--- src/rtl/regfile_pkg.sv ---
// Shared constants and derived-width helpers for the register file and its scoreboard.
package regfile_pkg;

   localparam int REG_ZERO = 0;

   function automatic int addr_w(input int n);
      return (n > 1) ? $clog2(n) : 1;
   endfunction

   function automatic int cnt_w(input int n);
      return $clog2(n + 1);
   endfunction

endpackage

--- src/rtl/reg_scoreboard.sv ---
// Per-register pending-write bits, registered pending count and sticky double-issue error.
module reg_scoreboard
   import regfile_pkg::*;
#(
   parameter  int NUM_REGS = 32,
   localparam int ADDR_W   = addr_w(NUM_REGS),
   localparam int CNT_W    = cnt_w(NUM_REGS)
) (
   input  logic              clock,
   input  logic              reset_n,
   input  logic              wr_en_i,
   input  logic [ADDR_W-1:0] wr_reg_i,
   input  logic              iss_en_i,
   input  logic [ADDR_W-1:0] iss_reg_i,
   input  logic [ADDR_W-1:0] look_a_i,
   input  logic [ADDR_W-1:0] look_b_i,
   output logic              pend_a_o,
   output logic              pend_b_o,
   output logic [CNT_W-1:0]  count_o,
   output logic              err_o
);

   logic [NUM_REGS-1:0] pend_q, pend_d;
   logic [CNT_W-1:0]    count_q, count_d;
   logic                err_q, err_d;
   logic                wr_hit, iss_hit;

   always_comb begin
      wr_hit  = wr_en_i  && (wr_reg_i  != ADDR_W'(REG_ZERO));
      iss_hit = iss_en_i && (iss_reg_i != ADDR_W'(REG_ZERO));

      // Clear before set so a same-cycle issue to the written register wins.
      pend_d = pend_q;
      if (wr_hit)  pend_d[wr_reg_i]  = 1'b0;
      if (iss_hit) pend_d[iss_reg_i] = 1'b1;

      err_d = err_q | (iss_hit && pend_q[iss_reg_i] && !(wr_hit && (wr_reg_i == iss_reg_i)));

      count_d = '0;
      for (int unsigned i = 1; i < NUM_REGS; i++) begin
         count_d = count_d + CNT_W'(pend_d[i]);
      end
   end

   always_ff @(posedge clock) begin
      if (!reset_n) begin
         pend_q  <= '0;
         count_q <= '0;
         err_q   <= 1'b0;
      end else begin
         pend_q  <= pend_d;
         count_q <= count_d;
         err_q   <= err_d;
      end
   end

   assign pend_a_o = pend_q[look_a_i];
   assign pend_b_o = pend_q[look_b_i];
   assign count_o  = count_q;
   assign err_o    = err_q;

endmodule

--- src/rtl/regfile_scoreboard.sv ---
// NUM_REGS x DATA_W register file, two async reads, one sync write, r0 hardwired to zero, with scoreboard.
// Optional same-cycle write-to-read bypass is enabled by defining REGFILE_BYPASS_EN.
module regfile_scoreboard
   import regfile_pkg::*;
#(
   parameter  int DATA_W   = 32,
   parameter  int NUM_REGS = 32,
   localparam int ADDR_W   = addr_w(NUM_REGS),
   localparam int CNT_W    = cnt_w(NUM_REGS)
) (
   input  logic              clock,
   input  logic              ctrl_reset_n,
   input  logic              ctrl_writeEnable,
   input  logic [ADDR_W-1:0] ctrl_writeReg,
   input  logic [DATA_W-1:0] data_writeReg,
   input  logic              ctrl_issueEnable,
   input  logic [ADDR_W-1:0] ctrl_issueReg,
   input  logic [ADDR_W-1:0] ctrl_readRegA,
   input  logic [ADDR_W-1:0] ctrl_readRegB,
   output logic [DATA_W-1:0] data_readRegA,
   output logic [DATA_W-1:0] data_readRegB,
   output logic              busy_readRegA,
   output logic              busy_readRegB,
   output logic [CNT_W-1:0]  pending_count,
   output logic              err_doubleIssue
);

   logic [DATA_W-1:0] regs_q [NUM_REGS];
   logic              wr_hit;
   logic              pend_a, pend_b;

   assign wr_hit = ctrl_writeEnable && (ctrl_writeReg != ADDR_W'(REG_ZERO));

   always_ff @(posedge clock) begin
      if (!ctrl_reset_n) begin
         for (int unsigned i = 0; i < NUM_REGS; i++) begin
            regs_q[i] <= '0;
         end
      end else if (wr_hit) begin
         regs_q[ctrl_writeReg] <= data_writeReg;
      end
   end

   reg_scoreboard #(.NUM_REGS(NUM_REGS)) u_scoreboard (
      .clock     (clock),
      .reset_n   (ctrl_reset_n),
      .wr_en_i   (ctrl_writeEnable),
      .wr_reg_i  (ctrl_writeReg),
      .iss_en_i  (ctrl_issueEnable),
      .iss_reg_i (ctrl_issueReg),
      .look_a_i  (ctrl_readRegA),
      .look_b_i  (ctrl_readRegB),
      .pend_a_o  (pend_a),
      .pend_b_o  (pend_b),
      .count_o   (pending_count),
      .err_o     (err_doubleIssue)
   );

   // Read muxes replace the old tristate buses; r0 override is applied last.
   always_comb begin
      data_readRegA = regs_q[ctrl_readRegA];
      busy_readRegA = pend_a;
      data_readRegB = regs_q[ctrl_readRegB];
      busy_readRegB = pend_b;
`ifdef REGFILE_BYPASS_EN
      if (wr_hit && (ctrl_writeReg == ctrl_readRegA)) begin
         data_readRegA = data_writeReg;
         busy_readRegA = ctrl_issueEnable && (ctrl_issueReg == ctrl_readRegA);
      end
      if (wr_hit && (ctrl_writeReg == ctrl_readRegB)) begin
         data_readRegB = data_writeReg;
         busy_readRegB = ctrl_issueEnable && (ctrl_issueReg == ctrl_readRegB);
      end
`endif
      if (ctrl_readRegA == ADDR_W'(REG_ZERO)) begin
         data_readRegA = '0;
         busy_readRegA = 1'b0;
      end
      if (ctrl_readRegB == ADDR_W'(REG_ZERO)) begin
         data_readRegB = '0;
         busy_readRegB = 1'b0;
      end
   end

endmodule

--- config.mk ---
export PLATFORM = sky130hd
export DESIGN_NAME = regfile_scoreboard
export DESIGN_NICKNAME = d
export VERILOG_FILES = /design/src/rtl/regfile_pkg.sv /design/src/rtl/reg_scoreboard.sv /design/src/rtl/regfile_scoreboard.sv
export SDC_FILE = /design/constraint.sdc
export NUM_CORES = 2
export LEC_CHECK = 0
export BUFFER_PORTS_ARGS = -buffer_cell sky130_fd_sc_hd__buf_2
export CAP_MARGIN = 20
export CORE_ASPECT_RATIO = 1.5
export CORE_UTILIZATION = 50
export CTS_CLUSTER_DIAMETER = 150
export CTS_CLUSTER_SIZE = 16
export DETAILED_ROUTE_END_ITERATION = 12
export PLACE_DENSITY_LB_ADDON = 0.1
export REMOVE_ABC_BUFFERS = 1
export SYNTH_ARGS = -nofsm -noshare
export SYNTH_HDL_FRONTEND = slang
export SYNTH_SLANG_ARGS = --single-unit
--- constraint.sdc ---
create_clock -name clock -period 8.72 [get_ports clock]
set_input_delay 2.18 -clock clock [delete_from_list [all_inputs] [get_ports clock]]
set_output_delay 2.18 -clock clock [all_outputs]
set_load 0.01 [all_outputs]
==> impl_results.md <==
* Worst-path clk slew at 90 ps
* Starting Density at 50.6%
* Die width at 278 um
* Tot Pwr at 11.0 mW
* GR Overflow Total at 0
* Bufs and invs on worst path at 6
* Fin Hold WS at 529 ps
* Largest net degree at the start of global routing at 95
* RSZ-0062 raised after global routing: no
* Cell taking the most area after synthesis: edfxtp_1
* Post_cts resized at 0
* Syn Inst Count at 3728
* Fmax at 136 MHz
* Worst setup path class: in2reg
* Post-Synth Simple-Gate Area at 12.5%
* Worst-Skew Late Latency at 700 ps
* Crit path max-delay family: adder cells
* Peak supply drop at 0.143 mV
* Hold Vio Cnt, Final at 0
* Number of fill cells at 9094
* Worst Setup Start Kind: primary input
* H-tree depth at 3
* Largest cells by area after synthesis: edfxtp_1 (54%), mux4_2 (21%), and2_1 (11%), mux2_2 (2.6%), clkbuf_1 (1.7%)
* Worst-Margin Slew at 1270 ps
* Gr usage total at 33.3%
* DP HPWL at 116000 um
* Final Util at 54.5%
* Layout area overhead at 7.86%
* Vias in the first global route at 37600
* Setup total negative slack at 0 ps
* Hold crit path type: reg2reg
* Initial DRC count at 4181
* TritonRoute pass-1 iters at 6
* Syn Std Cell Area at 57300 sq um
* Crit-path cells: buf_2 > or2_2 > o21ai_1 > nor2_1 > a22oi_1 > fa_1 > fa_1 > fa_1 > inv_1 > fa_1 > inv_1 > fa_1 > fa_1 > inv_1 > ha_1 > inv_1 > fa_1 > inv_1 > a21o_1 > a21oi_1 > xor2_1 > nor2_1
* Req. time, crit path at 9280 ps
* Cell mode on critical path: fa_1
* Core Area at 113000 sq um
* Post-Synth Adder-Cell Area at 1.00%
* Share of cells above drive strength 1 at 29.5%
* Fin. max-slew vios at 0
* PwrDens at 178 nW/um^2
* Root buffer cell: clkbuf_16
* CTS tree: built
* Post-synthesis sequential element count at 1063
* ANT nets after route at 0
* CP Max Fanout at 24
* XOR/XNOR Fraction of Synth Area at 0.107%
* Setup Buffers After CTS at 0
* Die H at 417 um
* Synth cell count leaders: edfxtp_1 (1024), and2_1 (1011), mux4_2 (528)
* IO Port Bufs at 128
* Clock sink count at 1063
* Fin nets at 3793
* Status: complete, no violations
* Synth warnings at 0
* Vias at 35600
* Netlist cell types at 53
* Post-synth EDFFs at 1024
* CP Data Arrival Time at 7930 ps
* Asr flop ratio synth at 0%
* Final wirelength at 191000 um
* Pre-CTS WS at 625 ps
* Slew HR at 15.1%
* Most frequent cell after synthesis: edfxtp_1
* Setup Skew at 40.4 ps
* Pleak at 21.0 nW
* Row Count at 151
* Vias per Instance at 6.86
* Yosys top cell area share at 53.7%
* Syn_area_per_cell at 15.4 sq um
* GP Congestion at 0.890
* First-pass GRT wire length at 270000 um
* Max-Cap Viols at 0
* Remaining routing DRC violations at 0
* Top FF cell, synth: edfxtp_1
* CP peak stage delay at 530 ps
* CTS Hold Bufs at 0
* Tcrit/Tclk final at 84.4%
* Critical path's slowest cell: fa_1
* Setup crit end kind: register
* Clock Path Buffers at 3
* Synth Area in Compound Gates at 4.30%
* Final setup margin at 1360 ps
* Die area at 116000 sq um
* Multiplexer share of the synthesized area at 23.6%
* Final setup viols at 0
* Initial antenna violation count at 16
* TritonCTS Buffers at 76
* Ports at 129
* Sequential area share after synthesis at 55.0%
* Final min period at 7360 ps
* Avg WL per Cell at 36.8 um
* Largest family of logic cells by synthesized area: multiplexers
[worst paths after layout]
path | startpoint | endpoint | slack (ps) | depth (start not counted)
hold / removal | u_scoreboard.pend_q[0] | u_scoreboard.pend_q[0] | 530 | 1
setup reg to reg | u_scoreboard.pend_q[1] | u_scoreboard.count_o[4] | 3530 | 19
hold reg to reg | u_scoreboard.pend_q[0] | u_scoreboard.pend_q[0] | 530 | 1
setup / recovery | ctrl_issueReg[0] | u_scoreboard.count_o[4] | 1360 | 22
[cell type report]
type	instances	area [sq um]	area share, %
clock inverter	5	67.6	0.109
tap	1453	1820	2.94
antenna	9	22.5	0.0364
clock buffer	98	2030	3.28
timing repair buffer	275	2030	3.28
sequential	1063	31500	51.0
multi-input combinational	2266	24200	39.2
inverter	23	86.3	0.140
[state kept, by name, indices dropped and copies added, names as in the netlist]
signal / cells
u_scoreboard.err_o: 1
u_scoreboard.pend_q: 32
u_scoreboard.count_o: 6
regs_q: 1024
[layout by cell type (no fill, tap or decap), drive strengths merged, types with 6 or more instances in the layout]
cell	synthesis	layout
nand3	10	10
edfxtp	1024	1024
inv	22	27
mux2	132	132
clkbuf	262	98
fa	23	23
a22o	70	70
o21ai	10	10
nor3	7	7
mux2i	12	12
a22oi	19	19
o22ai	68	68
dfxtp	39	39
conb	1	32
diode	0	9
nand3b	6	6
a21oi	10	10
nor2	69	69
a211oi	64	64
nand2	64	64
ha	9	9
a221oi	64	64
mux4	528	528
buf	145	275
nor2b	10	10
and2	1011	1011
[where the power goes]
group	internal, mW	total, mW	leakage, nW	switching, mW
clock	1.63	3.43	1.02	1.80
combinational	0.667	1.55	9.89	0.884
sequential	5.87	6.02	10.1	0.146
[logic make-up after synthesis]
logic type      after synthesis
mux                         672
buf+inv                     430
xor+xnor                      7
fa+ha+maj                    32
flops                      1063
simple gates               1202
compound gates              321
other cells                   1
[stage by stage]
step,instance area (sq um),cells
after floorplan,55500,3352
after global placement,59700,5077
after detailed placement,59700,5079
after CTS,61800,5182
after global routing,61800,5185
final,61800,5192
[per-layer routing]
layer	GRT usage (%)	up-vias	wire [um]
met5	0	-	57
met4	15.0	8	8780
met3	6.01	488	16600
met2	56.7	2023	96600
met1	41.4	18800	69100
li1	-	14300	-
Power figures use the tool's default switching activity.
